--- config.mk ---
export PLATFORM = sky130hd
export DESIGN_NAME = micro_sequencer_flat
export DESIGN_NICKNAME = d
export VERILOG_FILES = /design/src/rtl/micro_sequencer_pkg.sv /design/src/rtl/micro_sequencer_if.sv /design/src/rtl/upc_dispatch_rom.sv /design/src/rtl/micro_sequencer.sv /design/src/flat_wrapper.sv
export SDC_FILE = /design/constraint.sdc
export NUM_CORES = 1
export LEC_CHECK = 0
export BUFFER_PORTS_ARGS = -buffer_cell sky130_fd_sc_hd__buf_2
export CAP_MARGIN = 10
export CORE_MARGIN = 1
export CORE_UTILIZATION = 35
export DETAILED_ROUTE_END_ITERATION = 7
export PLACE_DENSITY_LB_ADDON = 0.2
export SLEW_MARGIN = 20
export SYNTH_ARGS = -nofsm -noshare
export SYNTH_HDL_FRONTEND = slang
export SYNTH_SLANG_ARGS = --single-unit
export TNS_END_PERCENT = 30
--- constraint.sdc ---
create_clock -name i_clk -period 1.8 [get_ports i_clk]
set_clock_uncertainty 0.05 [all_clocks]
set_input_delay 0.45 -clock i_clk [delete_from_list [all_inputs] [get_ports i_clk]]
set_output_delay 0.45 -clock i_clk [all_outputs]
set_load 0.1 [all_outputs]
--- src/rtl/micro_sequencer_pkg.sv ---
// Shared constants for the micro-PC sequencer: address-control codes,
// MIPS opcode/funct encodings and the micro-ROM dispatch entry points.
package micro_seq_pkg;

  localparam logic [2:0] AC_FETCH = 3'd0;
  localparam logic [2:0] AC_SEQ   = 3'd1;
  localparam logic [2:0] AC_DISP1 = 3'd2;
  localparam logic [2:0] AC_DISP2 = 3'd3;
  localparam logic [2:0] AC_JUMP  = 3'd4;
  localparam logic [2:0] AC_CJUMP = 3'd5;
  localparam logic [2:0] AC_CALL  = 3'd6;
  localparam logic [2:0] AC_RET   = 3'd7;

  localparam logic [5:0] OP_RTYPE = 6'b000000;
  localparam logic [5:0] OP_ADDI  = 6'b001000;
  localparam logic [5:0] OP_XORI  = 6'b001110;
  localparam logic [5:0] OP_SLTI  = 6'b001010;
  localparam logic [5:0] OP_BEQ   = 6'b000100;
  localparam logic [5:0] OP_BGTZ  = 6'b000111;
  localparam logic [5:0] OP_JAL   = 6'b000011;
  localparam logic [5:0] OP_LW    = 6'b100011;
  localparam logic [5:0] OP_SW    = 6'b101011;

  localparam logic [5:0] FN_MULT  = 6'b011000;
  localparam logic [5:0] FN_NOR   = 6'b100111;
  localparam logic [5:0] FN_SRAV  = 6'b000111;
  localparam logic [5:0] FN_SLT   = 6'b101010;
  localparam logic [5:0] FN_JR    = 6'b001000;
  localparam logic [5:0] FN_MFLO  = 6'b010010;

  localparam logic [7:0] UA_MULT  = 8'h10;
  localparam logic [7:0] UA_NOR   = 8'h06;
  localparam logic [7:0] UA_SRAV  = 8'h0C;
  localparam logic [7:0] UA_SLT   = 8'h08;
  localparam logic [7:0] UA_JR    = 8'h03;
  localparam logic [7:0] UA_MFLO  = 8'h13;
  localparam logic [7:0] UA_ADDI  = 8'h0E;
  localparam logic [7:0] UA_XORI  = 8'h11;
  localparam logic [7:0] UA_SLTI  = 8'h0A;
  localparam logic [7:0] UA_BEQ   = 8'h04;
  localparam logic [7:0] UA_BGTZ  = 8'h05;
  localparam logic [7:0] UA_JAL   = 8'h02;
  localparam logic [7:0] UA_MEM1  = 8'h18;
  localparam logic [7:0] UA_LW2   = 8'h19;
  localparam logic [7:0] UA_SW2   = 8'h1C;

endpackage

--- src/rtl/micro_sequencer_if.sv ---
// Instruction-field, micro-word control and micro-PC status bundle
// between the control unit (master) and the sequencer (slave).
interface micro_sequencer_if #(
  parameter int UPC_W = 8,
  parameter int OP_W  = 6,
  parameter int SP_W  = 3
);
  logic [OP_W-1:0]  i_op;
  logic [OP_W-1:0]  i_funct;
  logic [2:0]       i_addr_ctl;
  logic [UPC_W-1:0] i_target;
  logic             i_cond;
  logic             i_stall;
  logic [UPC_W-1:0] o_upc;
  logic             o_illegal;
  logic [SP_W-1:0]  o_sp;

  modport master (
    output i_op, i_funct, i_addr_ctl, i_target, i_cond, i_stall,
    input  o_upc, o_illegal, o_sp
  );

  modport slave (
    input  i_op, i_funct, i_addr_ctl, i_target, i_cond, i_stall,
    output o_upc, o_illegal, o_sp
  );
endinterface

--- src/rtl/upc_dispatch_rom.sv ---
// Combinational two-level dispatch tables: table1 (opcode, or funct when
// opcode is R-type) and table2 (memory ops), each with a hit flag.
module upc_dispatch_rom
  import micro_seq_pkg::*;
#(
  parameter int UPC_W = 8,
  parameter int OP_W  = 6
) (
  input  logic [OP_W-1:0]  op,
  input  logic [OP_W-1:0]  funct,
  output logic [UPC_W-1:0] disp1_addr,
  output logic             disp1_hit,
  output logic [UPC_W-1:0] disp2_addr,
  output logic             disp2_hit
);

  // first-level dispatch; R-type decodes on funct
  always_comb begin
    disp1_addr = '0;
    disp1_hit  = 1'b1;
    if (op == OP_W'(OP_RTYPE)) begin
      case (funct)
        OP_W'(FN_MULT): disp1_addr = UPC_W'(UA_MULT);
        OP_W'(FN_NOR):  disp1_addr = UPC_W'(UA_NOR);
        OP_W'(FN_SRAV): disp1_addr = UPC_W'(UA_SRAV);
        OP_W'(FN_SLT):  disp1_addr = UPC_W'(UA_SLT);
        OP_W'(FN_JR):   disp1_addr = UPC_W'(UA_JR);
        OP_W'(FN_MFLO): disp1_addr = UPC_W'(UA_MFLO);
        default:        disp1_hit  = 1'b0;
      endcase
    end else begin
      case (op)
        OP_W'(OP_ADDI):               disp1_addr = UPC_W'(UA_ADDI);
        OP_W'(OP_XORI):               disp1_addr = UPC_W'(UA_XORI);
        OP_W'(OP_SLTI):               disp1_addr = UPC_W'(UA_SLTI);
        OP_W'(OP_BEQ):                disp1_addr = UPC_W'(UA_BEQ);
        OP_W'(OP_BGTZ):               disp1_addr = UPC_W'(UA_BGTZ);
        OP_W'(OP_JAL):                disp1_addr = UPC_W'(UA_JAL);
        OP_W'(OP_LW), OP_W'(OP_SW):   disp1_addr = UPC_W'(UA_MEM1);
        default:                      disp1_hit  = 1'b0;
      endcase
    end
  end

  // second-level dispatch for loads/stores
  always_comb begin
    disp2_addr = '0;
    disp2_hit  = 1'b1;
    case (op)
      OP_W'(OP_LW): disp2_addr = UPC_W'(UA_LW2);
      OP_W'(OP_SW): disp2_addr = UPC_W'(UA_SW2);
      default:      disp2_hit  = 1'b0;
    endcase
  end

endmodule

--- src/rtl/micro_sequencer.sv ---
// Micro-PC sequencer: next-address select, micro-PC and trap-pulse registers.
// Define MICRO_CALL_EN to add the micro-subroutine return stack (CALL/RET).
module micro_sequencer
  import micro_seq_pkg::*;
#(
  parameter int               UPC_W       = 8,
  parameter int               OP_W        = 6,
  parameter logic [UPC_W-1:0] TRAP_ADDR   = {UPC_W{1'b1}},
  parameter int               STACK_DEPTH = 4
) (
  input logic               i_clk,
  input logic               i_rst,
  micro_sequencer_if.slave  bus
);

  localparam int SP_W  = $clog2(STACK_DEPTH + 1);
  localparam int IDX_W = (STACK_DEPTH > 1) ? $clog2(STACK_DEPTH) : 1;

  logic [UPC_W-1:0] upc_r;
  logic             illegal_r;
  logic [UPC_W-1:0] next_upc_s;
  logic [UPC_W-1:0] upc_inc_s;
  logic             trap_s;
  logic [UPC_W-1:0] disp1_addr_s;
  logic [UPC_W-1:0] disp2_addr_s;
  logic             disp1_hit_s;
  logic             disp2_hit_s;

  upc_dispatch_rom #(.UPC_W(UPC_W), .OP_W(OP_W)) u_rom (
    .op         (bus.i_op),
    .funct      (bus.i_funct),
    .disp1_addr (disp1_addr_s),
    .disp1_hit  (disp1_hit_s),
    .disp2_addr (disp2_addr_s),
    .disp2_hit  (disp2_hit_s)
  );

  assign upc_inc_s = upc_r + UPC_W'(1);

`ifdef MICRO_CALL_EN
  logic [UPC_W-1:0] stack_r [STACK_DEPTH];
  logic [SP_W-1:0]  sp_r;
  logic             push_s;
  logic             pop_s;
  logic [IDX_W-1:0] push_idx_s;
  logic [IDX_W-1:0] pop_idx_s;

  assign push_idx_s = IDX_W'(sp_r);
  assign pop_idx_s  = IDX_W'(sp_r - SP_W'(1));
`endif

  // next-address select; every illegal path lands on TRAP_ADDR
  always_comb begin
    next_upc_s = upc_r;
    trap_s     = 1'b0;
`ifdef MICRO_CALL_EN
    push_s     = 1'b0;
    pop_s      = 1'b0;
`endif
    case (bus.i_addr_ctl)
      AC_FETCH: next_upc_s = '0;
      AC_SEQ:   next_upc_s = upc_inc_s;
      AC_DISP1: if (disp1_hit_s) next_upc_s = disp1_addr_s;
                else begin trap_s = 1'b1; next_upc_s = TRAP_ADDR; end
      AC_DISP2: if (disp2_hit_s) next_upc_s = disp2_addr_s;
                else begin trap_s = 1'b1; next_upc_s = TRAP_ADDR; end
      AC_JUMP:  next_upc_s = bus.i_target;
      AC_CJUMP: if (bus.i_cond) next_upc_s = bus.i_target;
                else next_upc_s = upc_inc_s;
`ifdef MICRO_CALL_EN
      AC_CALL:  if (sp_r == SP_W'(STACK_DEPTH)) begin trap_s = 1'b1; next_upc_s = TRAP_ADDR; end
                else begin push_s = 1'b1; next_upc_s = bus.i_target; end
      AC_RET:   if (sp_r == '0) begin trap_s = 1'b1; next_upc_s = TRAP_ADDR; end
                else begin pop_s = 1'b1; next_upc_s = stack_r[pop_idx_s]; end
`endif
      default:  begin trap_s = 1'b1; next_upc_s = TRAP_ADDR; end
    endcase
  end

  // micro-PC and trap pulse; stall holds the PC and suppresses the pulse
  always_ff @(posedge i_clk) begin
    if (i_rst) begin
      upc_r     <= '0;
      illegal_r <= 1'b0;
    end else if (bus.i_stall) begin
      illegal_r <= 1'b0;
    end else begin
      upc_r     <= next_upc_s;
      illegal_r <= trap_s;
    end
  end

`ifdef MICRO_CALL_EN
  // return stack; overflow/underflow traps leave it untouched
  always_ff @(posedge i_clk) begin
    if (i_rst) begin
      sp_r <= '0;
      for (int i = 0; i < STACK_DEPTH; i++) stack_r[i] <= '0;
    end else if (!bus.i_stall && push_s) begin
      stack_r[push_idx_s] <= upc_inc_s;
      sp_r                <= sp_r + SP_W'(1);
    end else if (!bus.i_stall && pop_s) begin
      sp_r <= sp_r - SP_W'(1);
    end
  end

  assign bus.o_sp = sp_r;
`else
  assign bus.o_sp = '0;
`endif

  assign bus.o_upc     = upc_r;
  assign bus.o_illegal = illegal_r;

endmodule
--- src/flat_wrapper.sv ---
// flat-port wrapper written by rule: the top's interface ports become plain ports
module micro_sequencer_flat import micro_seq_pkg::*;
#(
  parameter int               UPC_W       = 8,
  parameter int               OP_W        = 6,
  parameter logic [UPC_W-1:0] TRAP_ADDR   = {UPC_W{1'b1}},
  parameter int               STACK_DEPTH = 4
)
  (i_clk, i_rst, bus_i_op, bus_i_funct, bus_i_addr_ctl, bus_i_target, bus_i_cond, bus_i_stall, bus_o_upc, bus_o_illegal, bus_o_sp);
  micro_sequencer_if #(.UPC_W(UPC_W), .OP_W(OP_W)) bus_i ();
  input logic i_clk;
  input logic i_rst;
  input wire logic [$bits(bus_i.i_op)-1:0] bus_i_op;
  input wire logic [$bits(bus_i.i_funct)-1:0] bus_i_funct;
  input wire logic [$bits(bus_i.i_addr_ctl)-1:0] bus_i_addr_ctl;
  input wire logic [$bits(bus_i.i_target)-1:0] bus_i_target;
  input wire logic [$bits(bus_i.i_cond)-1:0] bus_i_cond;
  input wire logic [$bits(bus_i.i_stall)-1:0] bus_i_stall;
  output wire logic [$bits(bus_i.o_upc)-1:0] bus_o_upc;
  output wire logic [$bits(bus_i.o_illegal)-1:0] bus_o_illegal;
  output wire logic [$bits(bus_i.o_sp)-1:0] bus_o_sp;
  assign bus_i.i_op = bus_i_op;
  assign bus_i.i_funct = bus_i_funct;
  assign bus_i.i_addr_ctl = bus_i_addr_ctl;
  assign bus_i.i_target = bus_i_target;
  assign bus_i.i_cond = bus_i_cond;
  assign bus_i.i_stall = bus_i_stall;
  assign bus_o_upc = bus_i.o_upc;
  assign bus_o_illegal = bus_i.o_illegal;
  assign bus_o_sp = bus_i.o_sp;
  micro_sequencer #(.UPC_W(UPC_W), .OP_W(OP_W), .TRAP_ADDR(TRAP_ADDR), .STACK_DEPTH(STACK_DEPTH)) u_core (.i_clk(i_clk), .i_rst(i_rst), .bus(bus_i));
endmodule
==> flow_metrics.tcl <==
set metrics [dict create \
    wl_per_cell_um 13.7 \
    io_buffers 35 \
    place_area_um2 1460 \
    period_needed_ns 1.63 \
    outcome "completed" \
    layout_common_cells "buf_2, buf_4, nand2_1" \
    path_delay_family "simple AND/OR/NAND/NOR gates" \
    finalNonFillerCells 233 \
    cts_root_buf "clkbuf_4" \
    antennaDiodeCount 0 \
    fin_nets 218 \
    vias 1297 \
    worstSetupPathType "input port to register" \
    rr_startpoint "u_core.bus.o_upc[0]" \
    p_clk_share_pct 20.2 \
    clk_path_buf_depth 2 \
    p_comb_share_pct 50.2 \
    fin_setup_tns_ns 0 \
    initial_core_util_pct 38.0 \
    rsz0062_at_grt "false" \
    syn_inst 145 \
    grt_pass1_wl_um 5270 \
    max_cap_violations 0 \
    path_buf_inv 1 \
    min_path_cells 3 \
    r2r_end "u_core.bus.o_upc[6]" \
    cts_tree "built" \
    synth_async_sr_flop_share_pct 0 \
    avgSynthCellArea_um2 8.20 \
    dp_hpwl_um 2600 \
    stdcell_area_um2 1490 \
    dr.first_iter.drc_count 87 \
    top_usage_layer "met2" \
    globalRouteMet1Util_pct 24.1 \
    grt_start_max_net_pins 17 \
    whs_endpoint "u_core.bus.o_upc[6]" \
    pwr-share-seq_pct 29.6 \
    drc 0 \
    max_freq_mhz 612 \
    cts.clk_slew.worst_paths_ns 0.06 \
    setup_violations 0 \
    rows 20 \
    path_depth 6 \
    die_y_um 60.3 \
    critPathLaunchType "input port" \
    holdWs_ns 0.423 \
    powerDensity_nw_per_um2 533 \
    p_sw_mw 0.366 \
    synth_largest_area_cell "dfxtp_1" \
    htreeDepth 1 \
    yosysUniqueCellTypes 53 \
    final_common_cell "buf_2" \
    reg2regPathDepth 6 \
    p_int_mw 0.426 \
    cts_setup_buffers 0 \
    peakVddDrop_mv 0.315 \
    dp.cells 229 \
    dieArea_um2 3630 \
    min-delay-start "bus_i_target[6]" \
    netlist.area_leader.share_pct 15.2 \
    wl_um 3200 \
    antenna_found_initial 0 \
    ios 39 \
    ant_nets 0 \
    cp-end-kind "register" \
    grt.total_usage_pct 19.0 \
    slew_viol_final 0 \
    swShare_pct 46.2 \
    crit_path_max_incr_delay_ns 0.29 \
    synth.yosys.seq_area_share_pct 15.2 \
    cp.required_ns 1.87 \
    coreArea_um2 3130 \
    cts_sinks 9 \
    grtUsageMet2_pct 33.3 \
    ys.flop_type "dfxtp_1" \
    grt_pass1_vias 1171 \
    rrSetupSlack_ns 0.22 \
    leakagePower_nw 0.572 \
    drive_gt1_share_pct 39.7 \
    clock_latency_ns 0.26 \
    dr.pass1.iters 4 \
    synth_area_leaders "dfxtp_1, buf_4, a221oi_1, xnor2_1, nand2b_1" \
    grt_use_met3_pct 4.11 \
    cts_buffers 3 \
    fin_crit_sh_pct 90.8 \
    crit_path_top_delay_cell "nor4_4" \
    synth_edf_count 0 \
    holdBufCountCts 0 \
    place_congestion 0.857 \
    grt_overflow 0 \
    yosys_warnings 0 \
    hold_path.class "input port to register" \
    area_delta_synth_final_pct 25.1 \
    die_w_um 60.3 \
    hold_viol_final 0 \
    synth-seq-cells 9 \
    drt-vias-per-instance 5.57 \
    post_cts_resize_count 0 \
    worst-path-max-fanout 6 \
    crit_chain "buf_2 > nor4_4 > nor3b_2 > nand3_1 > a31oi_4 > a311oi_2" \
    fill_cells 331 \
    synth_area_um2 1190 \
    crit_arrival_ns 1.71 \
]
cells in the mapped netlist (3+ instances only):
cell type,number
nor2b_1,5
nand3_1,4
o21ai_0,6
a21oi_1,7
nand4b_1,3
buf_6,3
a311oi_1,4
dfxtp_1,9
nand3b_1,3
a221oi_1,6
o211ai_1,3
nor2_1,7
xnor2_1,6
inv_1,6
nand2_1,10
nor3_1,7
nand2b_1,7
buf_4,7
layout make-up:
class | instances | area [µm²] | share of cell area [%]
timing repair buffer | 51 | 295 | 19.9
sequential | 9 | 194 | 13.0
multi-input combinational | 118 | 890 | 59.8
inverter | 7 | 26.3 | 1.77
clock buffer | 4 | 26.3 | 1.77
tap | 44 | 55.1 | 3.70
through the flow:
stage               total power [mW]  worst slack [ns]  utilization (%)
detailed placement             0.635            -0.114             46.7
CTS                            0.798             0.161             47.5
finish                         0.792             0.165             47.5
global route                   0.839            0.0418             47.5
floorplan                      0.536            0.0513                -
global placement               0.628           -0.0736             46.7
how the worst max path moves through the flow:
stage / start / endpoint
final: bus_i_op[0] / u_core.bus.o_upc[6]
after global routing: bus_i_op[0] / u_core.bus.o_upc[3]
after detailed placement: bus_i_op[0] / u_core.bus.o_upc[6]
after global placement: bus_i_op[0] / u_core.bus.o_upc[6]
after CTS: bus_i_op[0] / u_core.bus.o_upc[6]
after floorplan: u_core.bus.o_upc[2] / u_core.bus.o_upc[6]
power groups by stage:
stage	clock network [mW]	registers (mW)	logic (mW)
final	0.160	0.234	0.397
after floorplan	0	0.349	0.188
after global routing	0.177	0.237	0.425
after CTS	0.166	0.234	0.397
after detailed placement	0	0.239	0.396
after global placement	0	0.238	0.390
routing by layer:
layer	vias to the layer above	part of all wire, %
met5	-	0
met4	0	0.31
met3	2	3.1
met1	618	46
met2	33	51
li1	644	-
worst reg2reg max path, stage by stage (launching register included):
cell and delay, ns:
dfxtp_4 0.38, ha_1 0.18, and3_1 0.22, nand3_1 0.13, a21o_2 0.22, a21oi_1 0.16
a311oi_2 0.11
registers in the layout, summed over array words and instances (netlist names):
register / flops
u_core.bus.o_upc: 8
u_core.bus.o_illegal: 1
cells by family after synthesis:
family / share of synthesized area (%)
DFF: 15.2
AOI/OAI and AO/OA: 34.0
adders and majority gates: 1.05
buffers and inverters: 10.6
xor gates and xnor gates: 5.16
and+or+nand+nor: 33.7
other: 0.315
(Power assumes the default switching activity.)
